==> src/rtl/bsram_loader_if.sv <==
// Control, byte-stream and RAM write-port bundle for bsram_loader.
// The checksum signal exists only when BSRAM_LOADER_CHECKSUM_EN is defined.
interface bsram_loader_if #(
    parameter int WIDTH = 13
);
    logic             start;
    logic             abort;
    logic [WIDTH-1:0] base_addr;
    logic [WIDTH:0]   word_count;
    logic             in_valid;
    logic [7:0]       in_data;
    logic             in_ready;
    logic             we;
    logic [WIDTH-1:0] mem_din_addr;
    logic [15:0]      mem_din;
    logic             busy;
    logic             done;
`ifdef BSRAM_LOADER_CHECKSUM_EN
    logic [15:0]      checksum;
`endif

    modport master (
        output start, abort, base_addr, word_count, in_valid, in_data,
        input  in_ready, we, mem_din_addr, mem_din, busy, done
`ifdef BSRAM_LOADER_CHECKSUM_EN
        , input checksum
`endif
    );

    modport slave (
        input  start, abort, base_addr, word_count, in_valid, in_data,
        output in_ready, we, mem_din_addr, mem_din, busy, done
`ifdef BSRAM_LOADER_CHECKSUM_EN
        , output checksum
`endif
    );
endinterface

==> src/rtl/bsram_loader.sv <==
// Packs a byte stream (low byte first) into 16-bit words written to consecutive RAM addresses.
// Define BSRAM_LOADER_CHECKSUM_EN to add a running 16-bit sum of all written words.
module bsram_loader #(
    parameter int WIDTH = 13
) (
    input  logic          clk,
    input  logic          reset,
    bsram_loader_if.slave bus
);
    typedef enum logic [1:0] {IDLE, LO, HI, WRITE} state_t;

    state_t           state_reg, state_next;
    logic [WIDTH-1:0] addr_reg, addr_next;
    logic [WIDTH:0]   remain_reg, remain_next;
    logic [7:0]       lo_reg, lo_next;
    logic             we_reg, we_next;
    logic [WIDTH-1:0] din_addr_reg, din_addr_next;
    logic [15:0]      din_reg, din_next;
    logic             busy_reg, busy_next;
    logic             done_reg, done_next;
    logic             in_ready;
    logic             accept;
`ifdef BSRAM_LOADER_CHECKSUM_EN
    logic [15:0]      cksum_reg, cksum_next;
`endif

    // Ready depends only on the registered state, never on in_valid.
    assign in_ready = (state_reg == LO) || (state_reg == HI);
    assign accept   = in_ready && bus.in_valid;

    always_ff @(posedge clk or posedge reset) begin
        if (reset) begin
            state_reg    <= IDLE;
            addr_reg     <= '0;
            remain_reg   <= '0;
            lo_reg       <= '0;
            we_reg       <= 1'b0;
            din_addr_reg <= '0;
            din_reg      <= '0;
            busy_reg     <= 1'b0;
            done_reg     <= 1'b0;
`ifdef BSRAM_LOADER_CHECKSUM_EN
            cksum_reg    <= '0;
`endif
        end else begin
            state_reg    <= state_next;
            addr_reg     <= addr_next;
            remain_reg   <= remain_next;
            lo_reg       <= lo_next;
            we_reg       <= we_next;
            din_addr_reg <= din_addr_next;
            din_reg      <= din_next;
            busy_reg     <= busy_next;
            done_reg     <= done_next;
`ifdef BSRAM_LOADER_CHECKSUM_EN
            cksum_reg    <= cksum_next;
`endif
        end
    end

    always_comb begin
        state_next    = state_reg;
        addr_next     = addr_reg;
        remain_next   = remain_reg;
        lo_next       = lo_reg;
        we_next       = 1'b0;
        din_addr_next = din_addr_reg;
        din_next      = din_reg;
        busy_next     = busy_reg;
        done_next     = 1'b0;
`ifdef BSRAM_LOADER_CHECKSUM_EN
        cksum_next    = cksum_reg;
`endif
        case (state_reg)
            IDLE: begin
                // A zero-length load stays in IDLE: busy and done both show for one cycle.
                busy_next = bus.start;
                if (bus.start) begin
                    addr_next   = bus.base_addr;
                    remain_next = bus.word_count;
`ifdef BSRAM_LOADER_CHECKSUM_EN
                    cksum_next  = '0;
`endif
                    if (bus.word_count == '0) done_next = 1'b1;
                    else                      state_next = LO;
                end
            end
            LO: begin
                if (accept) begin
                    lo_next    = bus.in_data;
                    state_next = HI;
                end
            end
            HI: begin
                if (accept) begin
                    din_next      = {bus.in_data, lo_reg};
                    din_addr_next = addr_reg;
                    we_next       = 1'b1;
                    state_next    = WRITE;
                end
            end
            WRITE: begin
                addr_next   = addr_reg + WIDTH'(1);
                remain_next = remain_reg - (WIDTH + 1)'(1);
`ifdef BSRAM_LOADER_CHECKSUM_EN
                cksum_next  = cksum_reg + din_reg;
`endif
                if (remain_reg == (WIDTH + 1)'(1)) begin
                    state_next = IDLE;
                    busy_next  = 1'b0;
                    done_next  = 1'b1;
                end else begin
                    state_next = LO;
                end
            end
            default: state_next = IDLE;
        endcase

        // Abort overrides accepts; a write already on the bus (WRITE state) still finishes.
        if (bus.abort && (state_reg != IDLE)) begin
            state_next    = IDLE;
            busy_next     = 1'b0;
            done_next     = 1'b0;
            we_next       = 1'b0;
            din_next      = din_reg;
            din_addr_next = din_addr_reg;
        end
    end

    assign bus.in_ready     = in_ready;
    assign bus.we           = we_reg;
    assign bus.mem_din_addr = din_addr_reg;
    assign bus.mem_din      = din_reg;
    assign bus.busy         = busy_reg;
    assign bus.done         = done_reg;
`ifdef BSRAM_LOADER_CHECKSUM_EN
    assign bus.checksum     = cksum_reg;
`endif
endmodule

==> src/flat_wrapper.sv <==
// flat-port wrapper written by rule: the top's interface ports become plain ports
module bsram_loader_flat 
#(
    parameter int WIDTH = 13
)
  (clk, reset, bus_start, bus_abort, bus_base_addr, bus_word_count, bus_in_valid, bus_in_data, bus_in_ready, bus_we, bus_mem_din_addr, bus_mem_din, bus_busy, bus_done);
  bsram_loader_if #(.WIDTH(WIDTH)) bus_i ();
  input  logic clk;
  input  logic reset;
  input wire logic [$bits(bus_i.start)-1:0] bus_start;
  input wire logic [$bits(bus_i.abort)-1:0] bus_abort;
  input wire logic [$bits(bus_i.base_addr)-1:0] bus_base_addr;
  input wire logic [$bits(bus_i.word_count)-1:0] bus_word_count;
  input wire logic [$bits(bus_i.in_valid)-1:0] bus_in_valid;
  input wire logic [$bits(bus_i.in_data)-1:0] bus_in_data;
  output wire logic [$bits(bus_i.in_ready)-1:0] bus_in_ready;
  output wire logic [$bits(bus_i.we)-1:0] bus_we;
  output wire logic [$bits(bus_i.mem_din_addr)-1:0] bus_mem_din_addr;
  output wire logic [$bits(bus_i.mem_din)-1:0] bus_mem_din;
  output wire logic [$bits(bus_i.busy)-1:0] bus_busy;
  output wire logic [$bits(bus_i.done)-1:0] bus_done;
  assign bus_i.start = bus_start;
  assign bus_i.abort = bus_abort;
  assign bus_i.base_addr = bus_base_addr;
  assign bus_i.word_count = bus_word_count;
  assign bus_i.in_valid = bus_in_valid;
  assign bus_i.in_data = bus_in_data;
  assign bus_in_ready = bus_i.in_ready;
  assign bus_we = bus_i.we;
  assign bus_mem_din_addr = bus_i.mem_din_addr;
  assign bus_mem_din = bus_i.mem_din;
  assign bus_busy = bus_i.busy;
  assign bus_done = bus_i.done;
  bsram_loader #(.WIDTH(WIDTH)) u_core (.clk(clk), .reset(reset), .bus(bus_i));
endmodule
==> config.mk <==
export PLATFORM = sky130hd
export DESIGN_NAME = bsram_loader_flat
export DESIGN_NICKNAME = d
export VERILOG_FILES = /design/src/rtl/bsram_loader_if.sv /design/src/rtl/bsram_loader.sv /design/src/flat_wrapper.sv
export SDC_FILE = /design/constraint.sdc
export NUM_CORES = 1
export LEC_CHECK = 0
export ABC_AREA = 1
export ABC_CLOCK_PERIOD_IN_PS = 3110
export BUFFER_PORTS_ARGS = -buffer_cell sky130_fd_sc_hd__buf_2
export CORE_MARGIN = 2
export CORE_UTILIZATION = 28
export CTS_CLUSTER_DIAMETER = 40
export DETAILED_ROUTE_END_ITERATION = 16
export GPL_TIMING_DRIVEN = 0
export PLACE_DENSITY = 0.48
export SYNTH_ARGS = -nofsm -noshare
export SYNTH_HDL_FRONTEND = slang
export SYNTH_SLANG_ARGS = --single-unit
==> constraint.sdc <==
create_clock -name clk -period 3.11 [get_ports clk]
set_clock_uncertainty 0.1 [all_clocks]
set_input_delay 0 -clock clk [delete_from_list [all_inputs] [get_ports clk]]
set_output_delay 0 -clock clk [all_outputs]
set_load 0.02 [all_outputs]
### Word level (Yosys, flattened, before mapping)

Cells that the tools add are included.

| storage, ports and cells | value |
|---|---|
| bits in registers | 69 |

| cells by class | value |
|---|---|
| add/sub/neg operators | 2 |
| eq/ne operators | 10 |
| multiplexer cells | 22 |
| bitwise logic cells | 1 |
| reduce and logical (&&, ||, !) cells | 13 |

Operators with widths:

| kind | number |
|---|---|
| case mux 14 bit (2 select lines) | 1 |
| case mux 13 bit (2 select lines) | 1 |
| == test 14 x 1 -> 1 bit (second input constant) | 1 |
| logical NOT 14 bit | 1 |
| two-way mux 14 bit | 1 |
| subtractor 14 x 1 -> 14 bit (second input constant) | 1 |
| adder 13 x 1 -> 13 bit (second input constant) | 1 |
| two-way mux 13 bit | 1 |
| two-way mux 1 bit | 10 |
| two-way mux 2 bit | 5 |
| inequality test 3 x 2 -> 1 bit (second input constant) | 3 |
| case mux 2 bit (4 select lines) | 1 |
| AND reduction 2 bit | 3 |
| == test 2 bit (second input constant) | 2 |
| case mux 1 bit (2 select lines) | 2 |
| AND reduction 4 bit | 1 |
| nonzero test 2 bit | 2 |
| inequality test 3 x 1 -> 1 bit (second input constant) | 1 |
| inequality test 3 bit (second input constant) | 1 |
| AND reduction 3 bit | 1 |
| nonzero test 3 bit | 1 |
| == test 2 x 1 -> 1 bit (second input constant) | 1 |
| logical AND 1 bit | 2 |
| logical NOT 2 bit | 1 |
| other kinds (3) | 3 |

### Depth between registers and ports, before layout

| logic depth | value |
|---|---|
| depth in word-level cells | 6 |
| depth in mapped cells | 11 |
| mapped depth without buffers | 11 |

### Worst setup path after synthesis

OpenSTA, ideal clock, no wires.

| timing | value |
|---|---|
| path kind | register to register |
| start | register u_core.state_reg[0] |
| end | register u_core.din_reg[0], in the netlist u_core.bus.mem_din[0] |
| library setup time | 117 ps |
| data arrival time | 1648 ps |
| required time | 2893 ps |
| path slack | 1245 ps |
| stages on the path, launching flop included | 10 |
| path buffers | 2 |
| cell sequence | dfrtp_1 > inv_1 > ha_1 > nand2_1 > nor3_2 > inv_2 > buf_4 > buf_4 > nand2_1 > nand2_1 |

| between the ends | value |
|---|---|
| cells in the longest elaborated chain, start to end | 4 |
| elaborated cells between the ends (all ways) | 8 |

RTL lines:

| what | RTL line | RTL |
|---|---|---|
| from (decl) | bsram_loader.sv:12 | `state_t state_reg, state_next;` |
| from (signal assigned) | bsram_loader.sv:46 | `state_reg <= state_next;` |
| == test 2 x 1 -> 1 bit / == test 2 bit (equally long branches) | bsram_loader.sv:28 | `assign in_ready = (state_reg == LO) \|\| (state_reg == HI);` |
| logical OR 1 bit (*) | bsram_loader.sv:28 |  |
| net bus_in_ready | flat_wrapper.sv:16 | `output wire logic [$bits(bus_i.in_ready)-1:0] bus_in_ready;` |
| logical AND 1 bit (*) | bsram_loader.sv:29 | `assign accept = in_ready && bus.in_valid;` |
| AND reduction 3 bit (no line) (*) | - |  |
| to (signal assigned) | bsram_loader.sv:52 | `din_reg <= din_next;` |
| to (decl) | bsram_loader.sv:18 | `logic [15:0] din_reg, din_next;` |

Mark *: on every way through the listed nets, which the timed path passes. The rest lies on a longest branch.
A chain may end at the register's enable or synchronous reset.

### Final worst setup path

| timing | value |
|---|---|
| start | register u_core.state_reg[0] |
| end | register u_core.din_reg[3], in the netlist u_core.bus.mem_din[3] |

| between the ends | value |
|---|---|
| cells in the longest elaborated chain, start to end | 4 |
| elaborated cells between the ends (all ways) | 8 |

RTL lines:

| what | RTL line |
|---|---|
| == test 2 x 1 -> 1 bit, or another cell as far along | bsram_loader.sv:28 |
| logical OR 1 bit / logical AND 1 bit (equally long branches) | bsram_loader.sv:28, bsram_loader.sv:120 |
| logical AND 1 bit / inverter 1 bit (equally long branches) | - |
| AND reduction 3 bit (no line) (*) | - |

Mark *: on every way between the ends. The rest lies on a longest branch, timed or not.

==> results.ini <==
[flow_run]
maxCapViolations = 0

[synthesis]
syn_nets = 533
yosysWarnings = 0
synthFlopType = dfrtp_1
synth_area_leaders = dfrtp_1, nand2_1, o21ai_0
yosysTopAreaCell = dfrtp_1
async_reset_ff_share_pct = 100
synth_seq_area_share_pct = 47.8
yosysTopAreaCellShare_pct = 47.8
synth.distinct_cells = 29
synth-edff-count = 0
synth.cell_area_sq_um = 3610
syn-mean-instance-area_sq_um = 7.43
synthCells = 486
ys_seq_elements = 69

[clock_network]
cts_tree = built
clock-sinks = 69
clockBufferDepth = 2
htree_levels = 3
cts_setup_buffers = 0
numCtsBuffers = 9
clkSlewWorstSetupHoldPaths_ns = 0.06
cts_resized = 0
clkLatencyLatePin_ns = 0.34
clk_root_buffer_cell = clkbuf_16

[power_and_ir_drop]
total_power_mw = 4.78
peakVddDrop_v = 0.000311
power_leakage_nw = 2.48
power.density_nw_per_um2 = 972

[route]
antenna_left = 0
totalWireLength_mm = 10.5
drcViolationCount = 0
wl_per_cell_microns = 13.4
dr.pass1.iters = 4
drt_iter0_markers = 214
via_count = 3562
vias_per_cell = 4.54

[layout]
areaGrowthSynthToFinish_pct = 36.1
nets = 654
drive_gt1_share_pct = 17.6
postLayoutCoreUtil_pct = 38.9
diodes = 0
largest_register_ffs = 16

[global_routing]
grt_overflow = 0
grt_pass1_vias = 3547
grt_max_degree = 70
grt_pass1_wl_mm = 17.5
antenna_found_initial = 0
track_usage_pct = 16.0

[floorplanning]
core-area_sq_um = 12600
fp.dieW_microns = 118
die_h_microns = 118
io_pins = 73
initial_utilization_pct = 28.6
num_rows = 41
fp.dieArea_sq_um = 13800

[place]
place_ws_ns = 1.06
hpwl_mm = 7.42
gp_congestion = 0.834
place.port_buffers = 72

[timing]
post-route-period-util_pct = 65.0
rsz0062_at_grt = false
finalSetupViolations = 0
fin_tns_setup_ns = 0
worstMarginPinSlew_ns = 0.588
relSlewSlack_pct = 60.5
fin_crit_ns = 2.02
fin_hold_ws_ns = 0.0260
drv_slew = 0
setup_slack_ns = 1.09
fmax_ghz = 0.495
hold_viol = 0

[hold_path]
min_path_type = in2reg

[worst_setup_path]
cp_max_fo = 10
cp.arrival_ns = 2.20
setup.worst_path.end_class = register
worstSetupStartpointType = register
crit_type = reg2reg
cp.required_ns = 3.29

[outcome]
status = finished, final reports clean

==> per-stage QoR <==
stage	area (sq um)	cells
floorplan	3610	486
global placement	4190	730
detailed placement	4220	731
CTS	4910	784
global route	4910	784
finish	4910	784
==> area by class of cell <==
class | count | area, sq um
clock buffers | 11 | 243
clock inverters | 5 | 83.8
fillers | 1351 | 7710
flip-flops and latches | 69 | 1730
multi-input cells | 344 | 1570
inverters | 54 | 205
well taps | 172 | 215
plain buffers | 19 | 106
repair buffers | 110 | 758
==> layer usage <==
metal / global-route usage [%] / vias up / wire length, microns
li1: - / 1796 / -
met1: 20.8 / 1668 / 4800
met2: 25.5 / 86 / 5030
met3: 4.65 / 12 / 566
met4: 5.57 / 0 / 147
met5: 0 / - / 0
==> path summary, 6_finish.rpt <==
check,depth (start not counted),endpoint,slack (ns),from
max in group asynchronous,4,u_core.bus.mem_din[11],2.42,reset
worst max-delay path,7,u_core.bus.mem_din[3],1.09,u_core.state_reg[0]
worst min-delay path,6,u_core.state_reg[0],0.03,bus_abort
min in group asynchronous,4,u_core.bus.mem_din_addr[5],0.17,reset
worst max register to register,7,u_core.bus.mem_din[3],1.09,u_core.state_reg[0]
worst min register to register,2,u_core.bus.mem_din_addr[1],0.36,u_core.bus.mem_din_addr[1]
==> placed cells by master (no fill, tap or decap) <==
cell and count:
nand3_1 23, a32oi_1 1, dlygate4sd3_1 37, a21oi_1 16
inv_1 50, xnor2_1 1, ha_1 7, inv_4 1
clkbuf_1 9, buf_16 1, clkinvlp_4 2, nor2_2 1
nor3_1 5, buf_2 76, o211ai_1 2, or2_2 1
dfrtp_1 69, o21ai_0 55, a211oi_1 1, nor2_1 57
clkbuf_8 1, o22ai_1 4, xor2_1 1, buf_6 1
nand4_1 8, inv_2 3, o31ai_1 1, o21ai_4 1
clkbuf_16 9, nand2_1 152, buf_4 6, bufinv_16 2
o21ai_1 3, nor3_2 1, clkinv_4 1, a31oi_1 2
a21oi_2 1
==> synthesized netlist by cell type, types with 2 or more instances <==
cell and number:
a21oi_1 16, a31oi_1 2, buf_2 4, buf_4 6, clkbuf_1 8, dfrtp_1 69
ha_1 7, inv_1 51, inv_2 3, nand2_1 152, nand3_1 23, nand4_1 8
nor2_1 57, nor3_1 5, o211ai_1 2, o21ai_0 55, o21ai_1 3, o22ai_1 4
==> timing repair <==
item | 4_1_cts | 5_1_grt
endpoints found under the setup margin | 0 | 0
hold endpoints to repair | 114 | 0
hold buffers | 37 | 0
==> kinds of logic after synthesis <==
logic type / Yosys count / share of synthesized area [%]
simple gates: 248 / 27.6
fa+ha+maj: 7 / 2.43
compound gates: 87 / 13.1
flops: 69 / 47.8
xor+xnor: 2 / 0.485
buf+inv: 73 / 8.56
==> worst max-delay path, cell delays in order (launching register included) <==
cell,delay (ns)
dfrtp_1,0.43
inv_1,0.11
ha_1,0.37
nand2_1,0.11
nor3_2,0.23
clkbuf_1,0.39
nand2_1,0.13
nand2_1,0.09
==> report_power, final <==
group | switching [mW] | total (mW) | leakage [nW] | internal (mW)
Combinational | 1.34 | 2.04 | 1.46 | 0.700
Sequential | 0.304 | 1.62 | 0.863 | 1.32
Clock | 0.395 | 1.12 | 0.152 | 0.725
Note: power is estimated with default switching activity, not from simulation.
